[config.mk]
export PLATFORM = sky130hd
export DESIGN_NAME = instruction_sequencer_flat
export DESIGN_NICKNAME = d
export VERILOG_FILES = /design/src/rtl/instruction_sequencer_if.sv /design/src/rtl/instruction_sequencer.sv /design/src/flat_wrapper.sv
export SDC_FILE = /design/constraint.sdc
export NUM_CORES = 1
export LEC_CHECK = 0
export BUFFER_PORTS_ARGS = -buffer_cell sky130_fd_sc_hd__buf_2
export CORE_MARGIN = 10
export CORE_UTILIZATION = 44
export CTS_CLUSTER_SIZE = 40
export DETAILED_ROUTE_END_ITERATION = 10
export PLACE_DENSITY = 0.77
export SYNTH_ARGS = -nofsm -noshare
export SYNTH_HDL_FRONTEND = slang
export SYNTH_SLANG_ARGS = --single-unit
[constraint.sdc]
create_clock -name i_clk -period 1.95 [get_ports i_clk]
set_input_delay 0.39 -clock i_clk [delete_from_list [all_inputs] [get_ports i_clk]]
set_output_delay 0.39 -clock i_clk [all_outputs]
set_load 0.03 [all_outputs]
[src/rtl/instruction_sequencer_if.sv]
// instruction_sequencer_if: control strobes, bus and ALU inputs into the sequencer,
// plus the registered instruction, step and flag state that feeds the decoder.
interface instruction_sequencer_if #(
    parameter int INSTRUCTION_WIDTH = 16,
    parameter int INSTRUCTION_STEPS = 32
);
    localparam int STEP_WIDTH = $clog2(INSTRUCTION_STEPS);
    logic                         i_step_en;
    logic                         i_resume;
    logic [INSTRUCTION_WIDTH-1:0] i_bus;
    logic                         i_ii;
    logic                         i_adv;
    logic                         i_hlt;
    logic                         i_el;
    logic                         i_alu_zero;
    logic                         i_alu_carry;
    logic                         i_alu_odd;
    logic [INSTRUCTION_WIDTH-1:0] o_instruction;
    logic [STEP_WIDTH-1:0]        o_step;
    logic                         o_zero;
    logic                         o_carry;
    logic                         o_odd;
    logic                         o_halted;
    logic                         o_step_overflow;
    modport master (
        output i_step_en, i_resume, i_bus, i_ii, i_adv, i_hlt, i_el, i_alu_zero, i_alu_carry, i_alu_odd,
        input  o_instruction, o_step, o_zero, o_carry, o_odd, o_halted, o_step_overflow
    );
    modport slave (
        input  i_step_en, i_resume, i_bus, i_ii, i_adv, i_hlt, i_el, i_alu_zero, i_alu_carry, i_alu_odd,
        output o_instruction, o_step, o_zero, o_carry, o_odd, o_halted, o_step_overflow
    );
endinterface

[src/rtl/instruction_sequencer.sv]
// instruction_sequencer: instruction register, micro-step counter and ALU flag latch
// driving the decoder; advances, restarts, halts and latches on decoder strobes.
module instruction_sequencer #(
    parameter int INSTRUCTION_WIDTH = 16,
    parameter int INSTRUCTION_STEPS = 32
) (
    input logic                    i_clk,
    input logic                    i_reset,
    instruction_sequencer_if.slave sif
);
    localparam int STEP_WIDTH = $clog2(INSTRUCTION_STEPS);
    localparam logic [STEP_WIDTH-1:0] LAST_STEP = STEP_WIDTH'(INSTRUCTION_STEPS - 1);
    logic [INSTRUCTION_WIDTH-1:0] instr_q, instr_d;
    logic [STEP_WIDTH-1:0]        step_q, step_d;
    logic [2:0]                   flags_q, flags_d;
    logic                         halted_q, halted_d;
    logic                         ovf_q, ovf_d;
    logic                         active, wrap;
    always_comb begin
        active   = sif.i_step_en & ~halted_q;
        wrap     = active & ~sif.i_hlt & ~sif.i_adv & (step_q == LAST_STEP);
        instr_d  = (active & sif.i_ii) ? sif.i_bus : instr_q;
        flags_d  = (active & sif.i_el) ? {sif.i_alu_zero, sif.i_alu_carry, sif.i_alu_odd} : flags_q;
        halted_d = halted_q ? ~sif.i_resume : (active & sif.i_hlt);
        ovf_d    = ovf_q | wrap;
        // resume restarts the instruction at step 0 even without step enable
        step_d   = halted_q ? (sif.i_resume ? '0 : step_q) :
                   (!active || sif.i_hlt) ? step_q :
                   (sif.i_adv || wrap) ? '0 : step_q + STEP_WIDTH'(1);
    end
    always_ff @(posedge i_clk or posedge i_reset) begin
        if (i_reset) begin
            instr_q  <= '0;
            step_q   <= '0;
            flags_q  <= '0;
            halted_q <= 1'b0;
            ovf_q    <= 1'b0;
        end else begin
            instr_q  <= instr_d;
            step_q   <= step_d;
            flags_q  <= flags_d;
            halted_q <= halted_d;
            ovf_q    <= ovf_d;
        end
    end
    assign sif.o_instruction   = instr_q;
    assign sif.o_step          = step_q;
    assign {sif.o_zero, sif.o_carry, sif.o_odd} = flags_q;
    assign sif.o_halted        = halted_q;
    assign sif.o_step_overflow = ovf_q;
endmodule

[src/flat_wrapper.sv]
// flat-port wrapper written by rule: the top's interface ports become plain ports
module instruction_sequencer_flat 
#(
    parameter int INSTRUCTION_WIDTH = 16,
    parameter int INSTRUCTION_STEPS = 32
)
  (i_clk, i_reset, sif_i_step_en, sif_i_resume, sif_i_bus, sif_i_ii, sif_i_adv, sif_i_hlt, sif_i_el, sif_i_alu_zero, sif_i_alu_carry, sif_i_alu_odd, sif_o_instruction, sif_o_step, sif_o_zero, sif_o_carry, sif_o_odd, sif_o_halted, sif_o_step_overflow);
  instruction_sequencer_if #(.INSTRUCTION_WIDTH(INSTRUCTION_WIDTH), .INSTRUCTION_STEPS(INSTRUCTION_STEPS)) sif_i ();
  input logic i_clk;
  input logic i_reset;
  input wire logic [$bits(sif_i.i_step_en)-1:0] sif_i_step_en;
  input wire logic [$bits(sif_i.i_resume)-1:0] sif_i_resume;
  input wire logic [$bits(sif_i.i_bus)-1:0] sif_i_bus;
  input wire logic [$bits(sif_i.i_ii)-1:0] sif_i_ii;
  input wire logic [$bits(sif_i.i_adv)-1:0] sif_i_adv;
  input wire logic [$bits(sif_i.i_hlt)-1:0] sif_i_hlt;
  input wire logic [$bits(sif_i.i_el)-1:0] sif_i_el;
  input wire logic [$bits(sif_i.i_alu_zero)-1:0] sif_i_alu_zero;
  input wire logic [$bits(sif_i.i_alu_carry)-1:0] sif_i_alu_carry;
  input wire logic [$bits(sif_i.i_alu_odd)-1:0] sif_i_alu_odd;
  output wire logic [$bits(sif_i.o_instruction)-1:0] sif_o_instruction;
  output wire logic [$bits(sif_i.o_step)-1:0] sif_o_step;
  output wire logic [$bits(sif_i.o_zero)-1:0] sif_o_zero;
  output wire logic [$bits(sif_i.o_carry)-1:0] sif_o_carry;
  output wire logic [$bits(sif_i.o_odd)-1:0] sif_o_odd;
  output wire logic [$bits(sif_i.o_halted)-1:0] sif_o_halted;
  output wire logic [$bits(sif_i.o_step_overflow)-1:0] sif_o_step_overflow;
  assign sif_i.i_step_en = sif_i_step_en;
  assign sif_i.i_resume = sif_i_resume;
  assign sif_i.i_bus = sif_i_bus;
  assign sif_i.i_ii = sif_i_ii;
  assign sif_i.i_adv = sif_i_adv;
  assign sif_i.i_hlt = sif_i_hlt;
  assign sif_i.i_el = sif_i_el;
  assign sif_i.i_alu_zero = sif_i_alu_zero;
  assign sif_i.i_alu_carry = sif_i_alu_carry;
  assign sif_i.i_alu_odd = sif_i_alu_odd;
  assign sif_o_instruction = sif_i.o_instruction;
  assign sif_o_step = sif_i.o_step;
  assign sif_o_zero = sif_i.o_zero;
  assign sif_o_carry = sif_i.o_carry;
  assign sif_o_odd = sif_i.o_odd;
  assign sif_o_halted = sif_i.o_halted;
  assign sif_o_step_overflow = sif_i.o_step_overflow;
  instruction_sequencer #(.INSTRUCTION_WIDTH(INSTRUCTION_WIDTH), .INSTRUCTION_STEPS(INSTRUCTION_STEPS)) u_core (.i_clk(i_clk), .i_reset(i_reset), .sif(sif_i));
endmodule
==> impl_metrics.json <==
{
  "cts_hold_buf": 0,
  "register_area_sq_um": 651,
  "layout_commonest_cell": "buf_2",
  "grt_pass1_vias": 937,
  "avgViaCountPerCell": 5.06,
  "r2r_start": "u_core.sif.o_step[0]",
  "required_ns": 2.21,
  "reg2reg_to": "u_core.sif.o_step[0]",
  "fill_cells": 207,
  "layout_common_cells": "52 x buf_2, 26 x dfrtp_1, 10 x mux2_1, 10 x mux2_2",
  "skew_ns": 0.0100,
  "slowest_delay_ns": 0.46,
  "fin_ws_ns": 0.118,
  "numPortBuffers": 52,
  "outcome": "finished, final reports clean",
  "grt_use_total_pct": 10.7,
  "cp_cell_sequence": "ha_1, and3_1, ha_1, nor4_2, mux2_2",
  "nNetsFinal": 160,
  "final_layout_size_suffix_gt1_share_pct": 53.8,
  "grt_start_max_net_pins": 27,
  "post-route-period-util_pct": 93.9,
  "grt_overflow": 0,
  "drt_wl_total_microns": 2500,
  "clock_path_buffers": 2,
  "multi_input_area_sq_um": 422,
  "path_max_fanout": 5,
  "vias": 809,
  "rows": 18,
  "rrSetupSlack_ns": 0.12,
  "dr.pass1.iters": 4,
  "max_freq_mhz": 546,
  "numCtsBuffers": 3,
  "worst_pin_slew_ns": 0.503,
  "coreArea_sq_um": 2430,
  "ctsHtreeMaxLevel": 1,
  "syn_nets": 103,
  "routedWlPerCell_microns": 15.6,
  "ant_nets": 0,
  "startpoint_type": "flop",
  "antenna_found_initial": 0,
  "cts_resized": 0,
  "peakVddDrop_mv": 0.722,
  "globalplace.congestion": 0.714,
  "synthArstFlopShare_pct": 100,
  "fp.dieArea_sq_um": 4880,
  "setup_viol": 0,
  "p_total_mw": 1.44,
  "io-pin-count": 53,
  "ys_seq_area_share_pct": 59.4,
  "rsz0062_at_grt": "no",
  "yosys.area.top_type": "dfrtp_1",
  "ys_ff_latch": 26,
  "path_clk_slew_ns": 0.14,
  "hold_viol": 0,
  "cp-end-kind": "flop",
  "insertion_delay_ns": 0.31,
  "initial_utilization_pct": 45.0,
  "synthDominantCellAreaShare_pct": 59.4,
  "cts_tree": "yes",
  "syn_inst": 74,
  "cp_common_cell": "ha_1",
  "post-cts-setup-buffers": 0,
  "cp_data_arrival_time_ns": 2.09,
  "syn2layout_area_growth_pct": 30.2,
  "finalCriticalPeriod_ns": 1.83,
  "crit_path_top_delay_cell": "nor4_2",
  "dp_hpwl_microns": 2030,
  "p_leak_nw": 0.740,
  "synth.distinct_cells": 25,
  "die_h_microns": 69.9,
  "drc_errors": 0,
  "avgSynthCellArea_sq_um": 14.8,
  "clock-sinks": 26,
  "num_antenna_cells": 0,
  "initialDrtViolationCount": 19,
  "max-cap-violations": 0,
  "max_slew_margin_pct": 66.2,
  "synth_flop_cell": "dfrtp_1",
  "p_per_area_nw_per_um2": 1010,
  "fp.dieW_microns": 69.9,
  "drv_slew": 0,
  "ys.warnings.count": 0,
  "rr_worst_depth": 5,
  "hold_path_class": "primary input to asynchronous set/reset pin",
  "ys_top_cells_by_area": "dfrtp_1 59%, mux2_1 10%, mux2_2 10%",
  "timing_worst_setup_path_type": "flop to flop",
  "grt_pass1_wl_microns": 4350,
  "dp_slack_ns": 0.143,
  "netlist_area_sq_um": 1090,
  "synth-edff-count": 0,
  "cts_root_buf": "clkbuf_4",
  "finalSetupTns_ns": 0
}
-- metrics by stage --
| stage | utilization, % | hold slack (ns) | instances | cell area [sq um] |
|---|---|---|---|---|
| 3_3_place_gp | 57.1 | 0.449 | 156 | 1390 |
| 2_1_floorplan | - | 0.430 | 74 | 1090 |
| 3_5_place_dp | 57.1 | 0.455 | 156 | 1390 |
| 6_report | 58.6 | 0.0926 | 160 | 1430 |
| 5_1_grt | 58.6 | 0.0975 | 160 | 1430 |
| 4_1_cts | 58.6 | 0.0908 | 160 | 1430 |
-- power by group --
part / switching, mW / internal, mW
registers: 0.0595 / 0.637
logic: 0.314 / 0.168
clock network: 0.149 / 0.114
-- final cells by class --
class,count,area share (%)
timing repair buffer,53,18.8
inverter,3,0.790
multi-input combinational,44,29.6
clock buffer,4,2.55
tap,30,2.63
sequential,26,45.7
-- cells in the mapped netlist, types with 2 or more instances --
master	number
mux2_2	10
ha_1	2
nor2b_1	2
a221o_1	2
inv_1	3
nand2_1	2
dfrtp_1	26
mux2_1	10
-- flip-flops by register name, indices dropped and copies added (netlist names) --
signal	count
u_core.sif.o_step	5
u_core.sif.o_step_overflow	1
u_core.sif.o_instruction	16
u_core.sif.o_halted	1
u_core.flags_q	3
-- per-layer routing --
layer  GRT usage, %  share of wire (%)
met1           11.4                 39
met2           16.7                 49
met3           6.07                 11
met4           5.04               0.76
met5              0                  0
-- worst max path at each step --
| stage | from | to | slack (ns) | cells past startpoint |
|---|---|---|---|---|
| floorplan | u_core.sif.o_step[0] | u_core.sif.o_step[0] | 0.18 | 5 |
| finish | u_core.sif.o_step[0] | u_core.sif.o_step[0] | 0.12 | 5 |
| global route | u_core.sif.o_step[0] | u_core.sif.o_step[1] | 0.008 | 5 |
| detailed placement | u_core.sif.o_step[0] | u_core.sif.o_step[0] | 0.14 | 5 |
| global placement | u_core.sif.o_step[0] | u_core.sif.o_step[0] | 0.24 | 5 |
| CTS | u_core.sif.o_step[0] | u_core.sif.o_step[0] | 0.11 | 5 |
-- worst max-delay path, delay by kind of cell, from the launching register on --
kind | cells | cell delay [ns]
fa+ha+maj | 2 | 0.45
flops | 1 | 0.44
mux | 1 | 0.24
simple gates | 2 | 0.65
-- logic make-up (layout without fill, tap and decap cells) --
| family | Yosys count | in the layout | share of synthesized area [%] |
|---|---|---|---|
| AOI/OAI and AO/OA | 9 | 9 | 6.51 |
| DFF | 26 | 26 | 59.4 |
| muxes | 20 | 20 | 20.6 |
| adders and majority gates | 2 | 2 | 2.29 |
| buffers and inverters | 4 | 60 | 2.06 |
| and+or+nand+nor | 13 | 13 | 9.14 |
No activity file was read; power rests on OpenSTA's default activity.
